==> src/rtl/switch_pkg.sv <==
// Shared types and helpers for the two-port merge switch.
package switch_pkg;

    localparam int DEFAULT_ADDR_WIDTH = 8;
    localparam int DEFAULT_DATA_WIDTH = 16;

    typedef struct packed {
        logic [DEFAULT_ADDR_WIDTH-1:0] addr;
        logic [DEFAULT_DATA_WIDTH-1:0] data;
    } beat_t;

    typedef enum logic {
        PRI_A = 1'b0,
        PRI_B = 1'b1
    } arb_state_e;

    // Adds 0..2 dropped beats to the 8-bit drop counter, clamping at 255.
    function automatic logic [7:0] sat_add8(input logic [7:0] base, input logic [1:0] inc);
        logic [8:0] sum;
        sum = {1'b0, base} + {7'b0, inc};
        return sum[8] ? 8'hFF : sum[7:0];
    endfunction

endpackage

==> src/rtl/switch_fifo.sv <==
// Synchronous FIFO with a combinational head; push and pop may coincide when full.
module switch_fifo #(
    parameter int DEPTH = 4,
    parameter int WIDTH = 24
) (
    input  logic             clk,
    input  logic             rstn,
    input  logic             push_i,
    input  logic             pop_i,
    input  logic [WIDTH-1:0] wdata_i,
    output logic [WIDTH-1:0] rdata_o,
    output logic             full_o,
    output logic             empty_o
);

    localparam int AW = $clog2(DEPTH);
    localparam logic [AW:0] FULL_CNT = (AW + 1)'(DEPTH);

    logic [WIDTH-1:0] mem_q [DEPTH];
    logic [AW-1:0]    wr_ptr_q, rd_ptr_q;
    logic [AW:0]      count_q;
    logic             do_push, do_pop;

    assign full_o  = (count_q == FULL_CNT);
    assign empty_o = (count_q == '0);
    assign rdata_o = mem_q[rd_ptr_q];
    assign do_pop  = pop_i && !empty_o;
    assign do_push = push_i && (!full_o || do_pop);

    // NOTE: storage has no reset; emptiness is defined by count_q alone, so
    // stale entries are unreachable and the array maps onto plain RAM/flops.
    always_ff @(posedge clk) begin
        if (do_push) begin
            mem_q[wr_ptr_q] <= wdata_i;
        end
    end

    // NOTE: all sequential state uses non-blocking assignments so every
    // register samples pre-edge values regardless of process ordering.
    always_ff @(posedge clk or negedge rstn) begin
        if (!rstn) begin
            wr_ptr_q <= '0;
            rd_ptr_q <= '0;
            count_q  <= '0;
        end else begin
            if (do_push) wr_ptr_q <= wr_ptr_q + 1'b1;
            if (do_pop)  rd_ptr_q <= rd_ptr_q + 1'b1;
            unique case ({do_push, do_pop})
                2'b10:   count_q <= count_q + 1'b1;
                2'b01:   count_q <= count_q - 1'b1;
                default: ;
            endcase
        end
    end

endmodule

==> src/rtl/switch_merge.sv <==
// Merges two non-backpressured beat streams through per-port FIFOs into one
// registered output, alternating priority when both ports have data.
module switch_merge
    import switch_pkg::*;
#(
    parameter int ADDR_WIDTH = DEFAULT_ADDR_WIDTH,
    parameter int DATA_WIDTH = DEFAULT_DATA_WIDTH,
    parameter int FIFO_DEPTH = 4
) (
    input  logic                  clk,
    input  logic                  rstn,
    input  logic                  vld_a,
    input  logic [ADDR_WIDTH-1:0] addr_a,
    input  logic [DATA_WIDTH-1:0] data_a,
    input  logic                  vld_b,
    input  logic [ADDR_WIDTH-1:0] addr_b,
    input  logic [DATA_WIDTH-1:0] data_b,
    output logic                  vld_o,
    output logic [ADDR_WIDTH-1:0] addr_o,
    output logic [DATA_WIDTH-1:0] data_o,
    output logic                  ovf_a,
    output logic                  ovf_b,
    output logic [7:0]            drop_cnt
);

    localparam int BW = ADDR_WIDTH + DATA_WIDTH;

    logic [BW-1:0]         head_a, head_b, out_beat_d;
    logic                  full_a, empty_a, full_b, empty_b;
    logic                  pop_a, pop_b, push_a, push_b, drop_a, drop_b;
    arb_state_e            state_q, state_d;
    logic                  vld_q, ovf_a_q, ovf_b_q;
    logic [ADDR_WIDTH-1:0] addr_q;
    logic [DATA_WIDTH-1:0] data_q;
    logic [7:0]            drop_cnt_q;

    // A full FIFO still accepts a beat when it is popped on the same edge.
    assign push_a = vld_a && (!full_a || pop_a);
    assign push_b = vld_b && (!full_b || pop_b);
    assign drop_a = vld_a && !push_a;
    assign drop_b = vld_b && !push_b;

    switch_fifo #(.DEPTH(FIFO_DEPTH), .WIDTH(BW)) u_fifo_a (
        .clk     (clk),
        .rstn    (rstn),
        .push_i  (push_a),
        .pop_i   (pop_a),
        .wdata_i ({addr_a, data_a}),
        .rdata_o (head_a),
        .full_o  (full_a),
        .empty_o (empty_a)
    );

    switch_fifo #(.DEPTH(FIFO_DEPTH), .WIDTH(BW)) u_fifo_b (
        .clk     (clk),
        .rstn    (rstn),
        .push_i  (push_b),
        .pop_i   (pop_b),
        .wdata_i ({addr_b, data_b}),
        .rdata_o (head_b),
        .full_o  (full_b),
        .empty_o (empty_b)
    );

    // NOTE: every always_comb output gets a default first so no path can
    // leave it unassigned and infer a latch.
    always_comb begin
        pop_a   = 1'b0;
        pop_b   = 1'b0;
        state_d = state_q;
        if (!empty_a && !empty_b) begin
            if (state_q == PRI_A) pop_a = 1'b1;
            else                  pop_b = 1'b1;
        end else if (!empty_a) begin
            pop_a = 1'b1;
        end else if (!empty_b) begin
            pop_b = 1'b1;
        end
        if (pop_a)      state_d = PRI_B;
        else if (pop_b) state_d = PRI_A;
    end

    assign out_beat_d = pop_a ? head_a : (pop_b ? head_b : '0);

    always_ff @(posedge clk or negedge rstn) begin
        if (!rstn) begin
            state_q    <= PRI_A;
            vld_q      <= 1'b0;
            addr_q     <= '0;
            data_q     <= '0;
            ovf_a_q    <= 1'b0;
            ovf_b_q    <= 1'b0;
            drop_cnt_q <= '0;
        end else begin
            state_q          <= state_d;
            vld_q            <= pop_a || pop_b;
            {addr_q, data_q} <= out_beat_d;
            ovf_a_q          <= ovf_a_q || drop_a;
            ovf_b_q          <= ovf_b_q || drop_b;
            drop_cnt_q       <= sat_add8(drop_cnt_q, {1'b0, drop_a} + {1'b0, drop_b});
        end
    end

    assign vld_o    = vld_q;
    assign addr_o   = addr_q;
    assign data_o   = data_q;
    assign ovf_a    = ovf_a_q;
    assign ovf_b    = ovf_b_q;
    assign drop_cnt = drop_cnt_q;

endmodule
==> config.mk <==
export PLATFORM = sky130hd
export DESIGN_NAME = switch_merge
export DESIGN_NICKNAME = d
export VERILOG_FILES = /design/src/rtl/switch_pkg.sv /design/src/rtl/switch_fifo.sv /design/src/rtl/switch_merge.sv
export SDC_FILE = /design/constraint.sdc
export NUM_CORES = 1
export LEC_CHECK = 0
export BUFFER_PORTS_ARGS = -buffer_cell sky130_fd_sc_hd__buf_2
export CAP_MARGIN = 30
export CORE_MARGIN = 1
export CORE_UTILIZATION = 55
export CTS_BUF_LIST = sky130_fd_sc_hd__clkbuf_4
export DETAILED_ROUTE_END_ITERATION = 10
export PLACE_DENSITY = 0.78
export SLEW_MARGIN = 30
export SYNTH_ARGS = -nofsm -noshare
export SYNTH_HDL_FRONTEND = slang
export SYNTH_HIERARCHICAL = 1
export SYNTH_SLANG_ARGS = --single-unit
export TNS_END_PERCENT = 10
==> constraint.sdc <==
create_clock -name clk -period 2.99 [get_ports clk]
set_input_delay 0.299 -clock clk [delete_from_list [all_inputs] [get_ports clk]]
set_output_delay 0.299 -clock clk [all_outputs]
set_load 0.01 [all_outputs]
# After elaboration in Yosys (flattened, before gate mapping)
# Memory sizes are Yosys's and may differ from the RTL's.
# Cells that the tools add are included.
# word_totals
ff_bits	50
ramBits	192
input_bits	52
memories	2
# memory_table
memory	words	word_bits	rd	rd_clocked_by_memory_dff	wr	line_no	source
u_fifo_a.mem_q	4	24	1	0	1	switch_fifo.sv:19	logic [WIDTH-1:0] mem_q [DEPTH];
u_fifo_b.mem_q	4	24	1	0	1	switch_fifo.sv:19	
# op_classes
addsub	10
n_eq_ne	6
mux	18
reduce_logical	27
# op_table
operator	count
$mux W24	2
$mux W1	13
$pmux W3 S2	2
$add A8 B2 Y9	1
$logic_and A1 B1 Y1	9
$add A2 B1 Y2 const B	4
$mux W8	1
$logic_or A1 B1 Y1	7
$add A3 B1 Y3 const B	2
$eq A3 B3 Y1 const B	2
$logic_not A1 Y1	6
$logic_not A3 Y1	2
$reduce_bool A2 Y1	3
$sub A3 B1 Y3 const B	2
$eq A2 B1 Y1 const B	2
$eq A2 B2 Y1 const B	2
$add A1 B1 Y2	1

# Longest topological paths before layout
# Gate-level depths: netlist (run 1).
# depth
ltp_word	11
ltp_mapped	12
mapped_depth_nobuf	10

# Hierarchy
# The synthesis (run 1) kept the hierarchy.
# by_module_without_submodules
module	n_inst	cells_per_inst	area_each_um2	seq_area_each_um2
switch_fifo (u_fifo_a)	1	178	3973.8	3057.9
switch_fifo (u_fifo_b)	1	172	3955.0	3057.9
switch_merge	1	101	1396.3	900.9

# Worst setup path after synthesis (run 1)
# No wires, ideal clock.
# synth_timing
path_kind	reg2reg
from	register u_fifo_b.count_q[0]
to	register u_fifo_a.count_q[2]
setup_time_ns	0.146
arrival_ns	2.861
setup_slack_ns	-0.017
path_stages_with_launch	13
path_cell_list	dfrtp_1 > nor3_1 > inv_1 > a21o_1 > inv_2 > buf_4 > clkbuf_1 > nand2b_1 > or2_2 > fa_1 > nand2b_1 > o211ai_1 > o311ai_0
# synth_between
elab_chain_len	9
word_cells_on_any_way	13
# synth_lines
element	line_no	source
start, declared	switch_fifo.sv:21	logic [AW:0] count_q;
start signal, assigned	switch_fifo.sv:49	2'b10: count_q <= count_q + 1'b1;
start signal, assigned	switch_fifo.sv:50	2'b01: count_q <= count_q - 1'b1;
$logic_not A3 Y1 *	switch_fifo.sv:25	assign empty_o = (count_q == '0);
net empty_b	switch_merge.sv:29	logic full_a, empty_a, full_b, empty_b;
$logic_not A1 Y1 *	switch_merge.sv:71	if (!empty_a && !empty_b) begin
$logic_and A1 B1 Y1 *	switch_merge.sv:71	
$mux W1 *	switch_merge.sv:71	
net pop_a	switch_merge.sv:30	logic pop_a, pop_b, push_a, push_b, drop_a, drop_b;
$logic_or A1 B1 Y1 / $logic_and A1 B1 Y1 (equally long branches)	switch_merge.sv:38, switch_fifo.sv:27	
$logic_and A1 B1 Y1 / $logic_or A1 B1 Y1 (equally long branches)	switch_merge.sv:38, switch_fifo.sv:28	
$logic_and A1 B1 Y1	switch_fifo.sv:28	assign do_push = push_i && (!full_o || do_pop);
$eq A2 B1 Y1 / $eq A2 B2 Y1 (equally long branches)	switch_fifo.sv:48	unique case ({do_push, do_pop})
$pmux W3 S2 / $reduce_bool A2 Y1 (equally long branches)	--	
end signal, assigned	switch_fifo.sv:49	
end signal, assigned	switch_fifo.sv:50	
end, declared	switch_fifo.sv:21	
# Mark *: on every way through the listed nets, which the timed path passes. The rest lies on a longest branch.
# A chain may end at the register's enable or synchronous reset.

# Final worst setup path (run 1)
# layout_timing
from	register u_fifo_b.count_q[0]
to	register u_fifo_b.count_q[2]
# layout_between
elab_chain_len	9
word_cells_on_any_way	19
# layout_lines
element	line_no	source
$logic_not A3 Y1 *	switch_fifo.sv:25	
net empty_b	switch_merge.sv:29	
$mux W1 / $logic_not A1 Y1 (equally long branches)	switch_merge.sv:76, switch_merge.sv:71	
$mux W1 / $logic_and A1 B1 Y1 (equally long branches)	switch_merge.sv:74, switch_merge.sv:71	
$mux W1 *	switch_merge.sv:71	
$logic_or A1 B1 Y1 *	switch_merge.sv:39	assign push_b = vld_b && (!full_b || pop_b);
$logic_and A1 B1 Y1 *	switch_merge.sv:39	
net push_b	switch_merge.sv:30	
$logic_and A1 B1 Y1 *	switch_fifo.sv:28	
$eq A2 B1 Y1 / $eq A2 B2 Y1 (equally long branches)	switch_fifo.sv:48	
$pmux W3 S2 / $reduce_bool A2 Y1 (equally long branches)	--	
# Marks and branches as above.

==> results of run 1 <==
-- metal layers --
metal / wire length (µm) / up-vias / GRT usage
met5: 0 / - / 0
met4: 250 / 0 / 0.07918
met3: 1176 / 25 / 0.04729
met2: 9595 / 182 / 0.3783
met1: 7230 / 2570 / 0.2869
li1: - / 2264 / -
-- state kept, by name, indices dropped and copies added (netlist names) --
name               cells
addr_o                 8
data_o                16
drop_cnt               8
ovf_a                  1
ovf_b                  1
state_q                1
u_fifo_a/count_q       3
u_fifo_a/mem_q        96
u_fifo_a/rd_ptr_q      2
u_fifo_a/wr_ptr_q      2
u_fifo_b/count_q       3
u_fifo_b/mem_q        96
u_fifo_b/rd_ptr_q      2
u_fifo_b/wr_ptr_q      2
vld_o                  1
-- cell usage in the layout, fill, tap and decap left out, types with 2 or more instances in the layout --
cell type / count
sky130_fd_sc_hd__a21boi_0: 2
sky130_fd_sc_hd__a21o_1: 2
sky130_fd_sc_hd__a21oi_1: 2
sky130_fd_sc_hd__a22o_1: 24
sky130_fd_sc_hd__a22oi_1: 3
sky130_fd_sc_hd__a31oi_1: 2
sky130_fd_sc_hd__and2_1: 9
sky130_fd_sc_hd__and3_1: 3
sky130_fd_sc_hd__buf_12: 2
sky130_fd_sc_hd__buf_2: 85
sky130_fd_sc_hd__buf_4: 24
sky130_fd_sc_hd__clkbuf_4: 85
sky130_fd_sc_hd__clkinv_1: 18
sky130_fd_sc_hd__clkinv_2: 2
sky130_fd_sc_hd__clkinvlp_4: 2
sky130_fd_sc_hd__dfrtp_1: 48
sky130_fd_sc_hd__dlygate4sd3_1: 50
sky130_fd_sc_hd__edfxtp_1: 192
sky130_fd_sc_hd__fa_1: 3
sky130_fd_sc_hd__ha_1: 8
sky130_fd_sc_hd__inv_1: 11
sky130_fd_sc_hd__inv_2: 2
sky130_fd_sc_hd__mux2_4: 2
sky130_fd_sc_hd__mux4_2: 48
sky130_fd_sc_hd__nand2_1: 4
sky130_fd_sc_hd__nand2b_1: 5
sky130_fd_sc_hd__nand3_1: 4
sky130_fd_sc_hd__nand3b_1: 3
sky130_fd_sc_hd__nor2_1: 4
sky130_fd_sc_hd__o2111ai_1: 2
sky130_fd_sc_hd__o21a_1: 3
sky130_fd_sc_hd__o21ai_0: 4
sky130_fd_sc_hd__o21bai_1: 3
sky130_fd_sc_hd__or2_2: 3
sky130_fd_sc_hd__xnor2_1: 7
sky130_fd_sc_hd__xor2_1: 5
-- worst min-delay path by stage --
stage               start         to  slack, ns  depth (start not counted)
global placement    ovf_b      ovf_b       0.45                          1
global route        vld_b      ovf_b       0.03                          3
floorplan            rstn  addr_o[0]      0.003                          0
CTS                 vld_b      ovf_b       0.02                          3
detailed placement  ovf_a      ovf_a       0.48                          1
finish              vld_b      ovf_b       0.06                          3
-- cells by family (layout without fill, tap and decap cells) --
group,count (synthesis),in the layout,share of synthesized area
AO/OA/AOI/OAI,54,54,0.04736
XOR/XNOR,12,12,0.01127
adder cells (fa/ha/maj),11,11,0.01717
buffers and inverters,34,282,0.01825
flip-flops,242,242,0.7524
multiplexers,52,52,0.1214
other,0,1,0
AND/OR/NAND/NOR,46,46,0.03207
-- area by class of cell --
cell class	count	area share
sequential	242	0.6172
multi-input combinational	175	0.1884
timing repair buffer	161	0.1007
clock buffer	85	0.05609
tap	220	0.02419
clock inverter	23	0.008908
inverter	13	0.004289
antenna	1	0.0002199
-- where the power goes --
group	leakage [nW]	switching, W	internal (W)
sequential	2.36	0.000540	0.00461
clock	0.432	0.00125	0.00132
combinational	1.51	0.00183	0.00178
-- repair_timing --
item / 4_1_cts / 5_1_grt
setup buffers: 0 / 0
hold buffers: 50 / 0
setup endpoints to repair: 0 / 0
endpoints found under the hold margin: 232 / 0
-- per-stage QoR --
| stage | cell area (µm²) | instances | hold WS, ns |
|---|---|---|---|
| finish | 11380 | 920 | 0.06428 |
| global route | 11380 | 920 | 0.03273 |
| CTS | 11370 | 919 | 0.02115 |
| floorplan | 9330 | 451 | 0.003409 |
| detailed placement | 10130 | 761 | 0.4800 |
| global placement | 10130 | 761 | 0.4480 |
-- worst max-delay path, delay by kind of cell, from the launching register on --
family                     cells  cell delay, ns
and+or+nand+nor                3            0.77
AOI/OAI and AO/OA              3            0.62
DFF                            1            0.47
adders and majority gates      1            0.37
buffers and inverters          1            0.18
xor gates and xnor gates       1            0.16
==> results.txt, run 1 <==
The most critical setup path has its startpoint at u_fifo_b/count_q[0]. For this design the static power due to leakage is between 4 and 5 nW. The setup TNS came out at 0 ns.

The required time of the worst setup path is about 3.6 ns. Clock tree synthesis selected as its root buffer the cell sky130_fd_sc_hd__clkbuf_4. The final hold violation count is 0.

The count of fill cells added during filler insertion is 1122. In the global route stage, overall resource usage came out at 0.2227. The delay of the slowest cell on the worst path came out at around 0.47 ns. The path class of the tightest hold or removal check is in2reg. In the synthesized netlist, the cells that appear most often are sky130_fd_sc_hd__edfxtp_1 (192), sky130_fd_sc_hd__dfrtp_1 (50), sky130_fd_sc_hd__mux4_2 (48), sky130_fd_sc_hd__a22o_1 (24), sky130_fd_sc_hd__inv_1 (11). The share of the yosys chip area belonging to registers came out at 0.7524. The area fraction of the dominant cell type after synthesis came out at 0.6183.

The half-perimeter wire length after placement is about 11000 µm. The number of global-route vias before repair is between 5000 and 6000. The register-to-register path setup slack is 0.34 ns. For this run, the number of Yosys warnings is 6. On the critical path, the stage with the largest delay is an instance of sky130_fd_sc_hd__dfrtp_1. In this run, the number of DRC markers left after iteration 0 of detailed routing was approximately 280. The last weighted congestion value of the routability-driven placer is approximately 0.74.

The synthesized area is 9325 µm². The total DRC errors in the routed layout is 0. The later pin in the worst-skew pair is clocked with a latency of between 0.6 and 0.7 ns.

The kind of start point of the critical path is a flip-flop. The first-pass iteration count of the detailed router came out at 5. The max-slew violation count came to 0. The area of the die is around 17000 µm².

The number of different library cells used by synthesis comes to 52. The tightest slew margin relative to the limit came out at 0.4679. For this run, asynchronously set or reset flops after synthesis account for 0.2066.

The cell row count came out at 47. The overall routed net length is between 15000 and 20000 µm. The data arrival time at the worst-slack endpoint is 3.22 ns. The vertical die dimension came out at 132.2 µm.

The flip-flop and latch count after synthesis came out at about 240. By startpoint and endpoint, the worst setup path is classified as reg2reg. The sink count of the clock tree came out at between 200 and 250. Entering global routing, the biggest net connects 41 pins.

The global-route congestion overflow total came out at 0. The storage element area is roughly 7000 µm². The flow ran to the end, and the final reports show no timing, DRC or antenna violations.

During placement, the flow inserted port buffers numbering 86. From synthesis to final layout, the design area changed by 22.00%. The area of the core is ~17000 µm². The max-capacitance violation count came out at 0. The initial core utilization is 0.5623. The first global-routing pass estimated 28840 µm of wire.

Synthesis produced 451 cells. Measured on the finished design, the core utilization comes to 0.6861. sky130_fd_sc_hd__edfxtp_1 takes more of the synthesized area than any other cell.

The average vias per placed instance came out at ~5.5. The post-synthesis net count came out at ~500. The final critical-path setup slack is 0.3381 ns. The post-CTS resize count came out at 0. The most critical setup path has its endpoint at u_fifo_b/count_q[2]. Walking the worst path, the cells encountered are nor3_2, o21bai_1, a21boi_0, buf_4, or2b_1, fa_1, nand2b_1, o32ai_2, xor2_1. The level count of the clock H-tree came out at 2. The worst reg2reg path endpoint is u_fifo_b/count_q[2]. The top flip-flop cell by instance count after synthesis is sky130_fd_sc_hd__edfxtp_1.

The final setup skew is 0.04853 ns. After the last flow step, the layout net total stands at a little over 700. Ranked by total cell area, the synthesized netlist is headed by sky130_fd_sc_hd__edfxtp_1 (62%), sky130_fd_sc_hd__dfrtp_1 (13%), sky130_fd_sc_hd__mux4_2 (12%). The slew at the pin closest to its max-slew limit came out at 0.7982 ns. The power per cell area came out at roughly 1000 nW/µm². The width of the chip is ~130 µm.

The CTS tree is yes. The depth of the worst register-to-register path is 9. Among all cell types in the netlist, the one instantiated most often is sky130_fd_sc_hd__edfxtp_1. The endpoint kind of the worst setup timing path is a flip-flop. IR analysis of the VDD net gives a maximum drop of around 0.00092 V. In the final layout, the multi-input gates occupy around 2100 µm².

The minimum clock period came out at 2.652 ns. The buffer levels on the longest clock path is 3. The routed length per placed instance came out at 19.84 µm. The number of flops mapped to enable cells by yosys came out at 192. The count of nets left with antenna violations once routing finished came out at 0. The average footprint of a synthesized cell is between 20 and 25 µm². The power after layout is about 0.011 W. The initial antenna violation count came out at 1.

The period utilization came out at 0.8869. The overall via count from detail_route came out at between 5000 and 6000. The CTS buffer count is a little under 60. Pin placement for this block handled 87 I/O pins. Setup violations remaining at the end of the flow were counted as 0. The clock-pin slew reported for the worst setup and hold paths after clock tree synthesis came out at ~0.06 ns. Based on the critical path, the design can be clocked at up to roughly 380 MHz. The worst setup timing slack at the placement stage is ~0.36 ns. The peak fanout along the critical path came out at 9. The worst register-to-register path begins at u_fifo_b/count_q[0].

In the final layout, the share of cells above drive strength 1 is 0.3834. Setup repair after global routing left no endpoint under its margin.
Note: power is estimated with default switching activity, not from simulation.
==> run 2: changes to the inputs <==
Settings changed: REMOVE_ABC_BUFFERS set to 1.
==> results.txt, run 2 (same netlist as run 1, synthesis figures left out) <==
The share of the core filled with cells in the final layout came out at 0.6953 (was 0.6861). The minimum clock period came to 2.682 ns (was 2.652 ns). The area of the die was 17480 µm² (unchanged). The number of buffers and inverters on the critical path is 2 (was 1).

The count of fill cells added during filler insertion came out at 1089 (was 1122). The family of cells with the greatest summed delay on the critical path is simple AND/OR/NAND/NOR gates (unchanged). Setup repair after global routing missed its margin: no (unchanged). The vertical die dimension came out at 132.2 µm (unchanged). The share of layout cells above drive strength 1 came out at 0.3991 (was 0.3834). The insertion delay of the later-clocked pin in the worst-skew pair came out at 0.71 ns (was 0.68 ns).

The endpoint kind of the worst setup timing path is a flip-flop (unchanged). The count of endpoints failing setup in the final report came to 0 (unchanged). The initial antenna violation count was 1 (unchanged). The last weighted congestion value of the routability-driven placer is 0.7460 (was 0.7443). The wire length of the first global-routing pass is 29890 µm (was 28840 µm). The maximum vdd ir drop is 0.0007147 V (was 0.0009231 V). The number of top-level pins was 87 (unchanged). The clock-pin slew reported for the worst setup and hold paths after clock tree synthesis came out at 0.07 ns (was 0.06 ns). Most frequent cells in the layout: sky130_fd_sc_hd__edfxtp_1 (192), sky130_fd_sc_hd__clkbuf_4 (98), sky130_fd_sc_hd__buf_2 (86) (was sky130_fd_sc_hd__edfxtp_1 (192), sky130_fd_sc_hd__clkbuf_4 (85), sky130_fd_sc_hd__buf_2 (85)).

The kind of start point of the critical path is a flip-flop (unchanged). The half-perimeter wire length after placement is 11340 µm (was 11110 µm). The global routing usage summed across all routing layers came out at 0.2297 (was 0.2227).

The reported leakage power came out at 4.375 nW (was 4.297 nW). The power after layout is 0.01164 W (was 0.01132 W). The CTS tree is yes (unchanged).

The tightest slew margin relative to the limit came out at 0.5739 (was 0.4679). The peak fanout along the critical path is 8 (was 9). The required time of the worst setup path was 3.35 ns (was 3.56 ns). The cell repeated most along the worst path is sky130_fd_sc_hd__buf_4.

The total DRC errors in the routed layout is 0 (unchanged). The type of the worst min-delay path was in2reg (unchanged). The max-slew violation count is 0 (unchanged). The port buffer count came out at 86 (unchanged). The area of the core came out at 16580 µm² (unchanged). Ordered cell list for the critical path: nor3_1, buf_4, o21bai_1, a21boi_0, nor2b_2, and2_1, buf_4 (was nor3_2, o21bai_1, a21boi_0, buf_4, or2b_1, fa_1, nand2b_1, o32ai_2, xor2_1). The routed length per placed instance is 20.32 µm (was 19.84 µm). The first-pass iteration count of the detailed router came out at 4 (was 5). Result of the run: finished clean (unchanged).

The final hold violation count came out at 0 (unchanged). The clock root buffer is sky130_fd_sc_hd__clkbuf_4 (unchanged). The overall routed net length came to 18800 µm (was 18250 µm). The initial core utilization came out at 0.5623 (unchanged).

The average vias per placed instance is 5.437 (was 5.479). The cell row count is 47 (unchanged). The level count of the clock H-tree came out at 2 (unchanged).

The sink count of the clock tree was 242 (unchanged). The final setup skew came out at 0.06708 ns (was 0.04853 ns). The buffer levels on the longest clock path is 3 (unchanged). The critical path depth came out at 7 (was 9). The delay of the slowest cell on the worst path is 0.46 ns (was 0.47 ns). The total number of nets in the final design is 718 (was 714). The count of cells along the worst hold path came out at 3 (unchanged). The slew at the pin closest to its max-slew limit came out at 0.6392 ns (was 0.7982 ns). The width of the chip came out at 132.2 µm (unchanged). The slowest stage cell on the critical path was sky130_fd_sc_hd__dfrtp_1 (unchanged). The overall via count from detail_route came out at 5029 (was 5041). The CTS buffer count came out at 59 (was 58). The data arrival time at the worst-slack endpoint is 3.04 ns (was 3.22 ns).

The leading cell type in the layout, fill and taps excluded is sky130_fd_sc_hd__edfxtp_1 (unchanged). The area growth from synthesis to final layout came out at 23.64% (was 22.00%). The max-capacitance violation count is 0 (unchanged). The depth of the worst register-to-register path came out at 7 (was 9).

The pin count of the biggest net entering global routing came to 35 (was 41). The period utilization came out at 0.8969 (was 0.8869). The initial detailed-routing violation count is 366 (was 276). The power per cell area came out at 1010 nW/µm² (was 995.4 nW/µm²).

The global-route congestion overflow total came out at 0 (unchanged). The number of routed nets with antenna violations is 0 (unchanged). The register-to-register path setup slack is 0.31 ns (was 0.34 ns). The maximum clock rate is 372.9 MHz (was 377.1 MHz). The number of global-route vias before repair is 5592 (was 5484). The classification of the worst setup path is reg2reg (unchanged).
## run 2: cell count changes in the layout (fill, tap and decap cells not counted), sizes merged
cell	before	now
inv	14	15
clkinvlp	2	1
buf	111	114
clkinv	20	9
clkbuf	85	98
## run 2: per-layer routing
metal / global-route usage / share of wire / vias up
met5: 0 / 0 / -
met4: 0.09259 / 0.015 / 0
met3: 0.04383 / 0.067 / 18
met2: 0.3909 / 0.53 / 193
met1: 0.2939 / 0.39 / 2551
li1: - / - / 2267
## run 2: worst reg2reg max path, delay by kind of cell (launching register included)
family                 cells  cell delay (ns)
flip-flops                 1             0.46
AND/OR/NAND/NOR            3             0.98
AO/OA/AOI/OAI              2             0.54
buffers and inverters      2             0.40
## run 2: worst paths after layout
path	end	startpoint
max	u_fifo_b/mem_q[3][20]	u_fifo_a/count_q[2]
min	ovf_b	vld_b
max reg2reg	u_fifo_b/mem_q[3][20]	u_fifo_a/count_q[2]
min reg2reg	ovf_a	ovf_a
max in group asynchronous	u_fifo_a/rd_ptr_q[0]	rstn
min in group asynchronous	addr_o[7]	rstn
## run 2: repair_timing
item	4_1_cts	5_1_grt
hold buffers	50	0
gates resized for setup	0	0
hold endpoints to repair	212	0
endpoints found under the setup margin	0	0
setup buffers	0	0
## run 2: metrics by stage
stage | hold WS (ns) | setup TNS, ns | cell area (µm²) | cells | setup slack (ns)
after floorplan | 0.003409 | -13.28 | 9204 | 430 | -0.1383
after global placement | 0.2911 | 0 | 10230 | 764 | 0.5087
after detailed placement | 0.2955 | 0 | 10230 | 764 | 0.3868
after CTS | 0.01052 | 0 | 11530 | 924 | 0.3240
after global routing | 0.01794 | 0 | 11530 | 925 | 0.1453
final | 0.04376 | 0 | 11530 | 925 | 0.3082
## run 2: layout make-up
class	count	area, µm²	share of cell area
inverter	13	48.80	0.004232
sequential	242	7019	0.6088
clock buffer	98	735.7	0.06381
antenna	1	2.502	0.0002170
clock inverter	12	56.30	0.004883
timing repair buffer	164	1254	0.1087
multi-input combinational	175	2138	0.1855
tap	220	275.3	0.02387
## run 2: report_power, final
part / switching (W) / leakage (nW) / internal (W) / total, W
Sequential: 0.000408 / 2.36 / 0.00461 / 0.00502
Clock: 0.00126 / 0.475 / 0.00148 / 0.00274
Combinational: 0.00201 / 1.54 / 0.00188 / 0.00389
Total: 0.00368 / 4.37 / 0.00796 / 0.0116
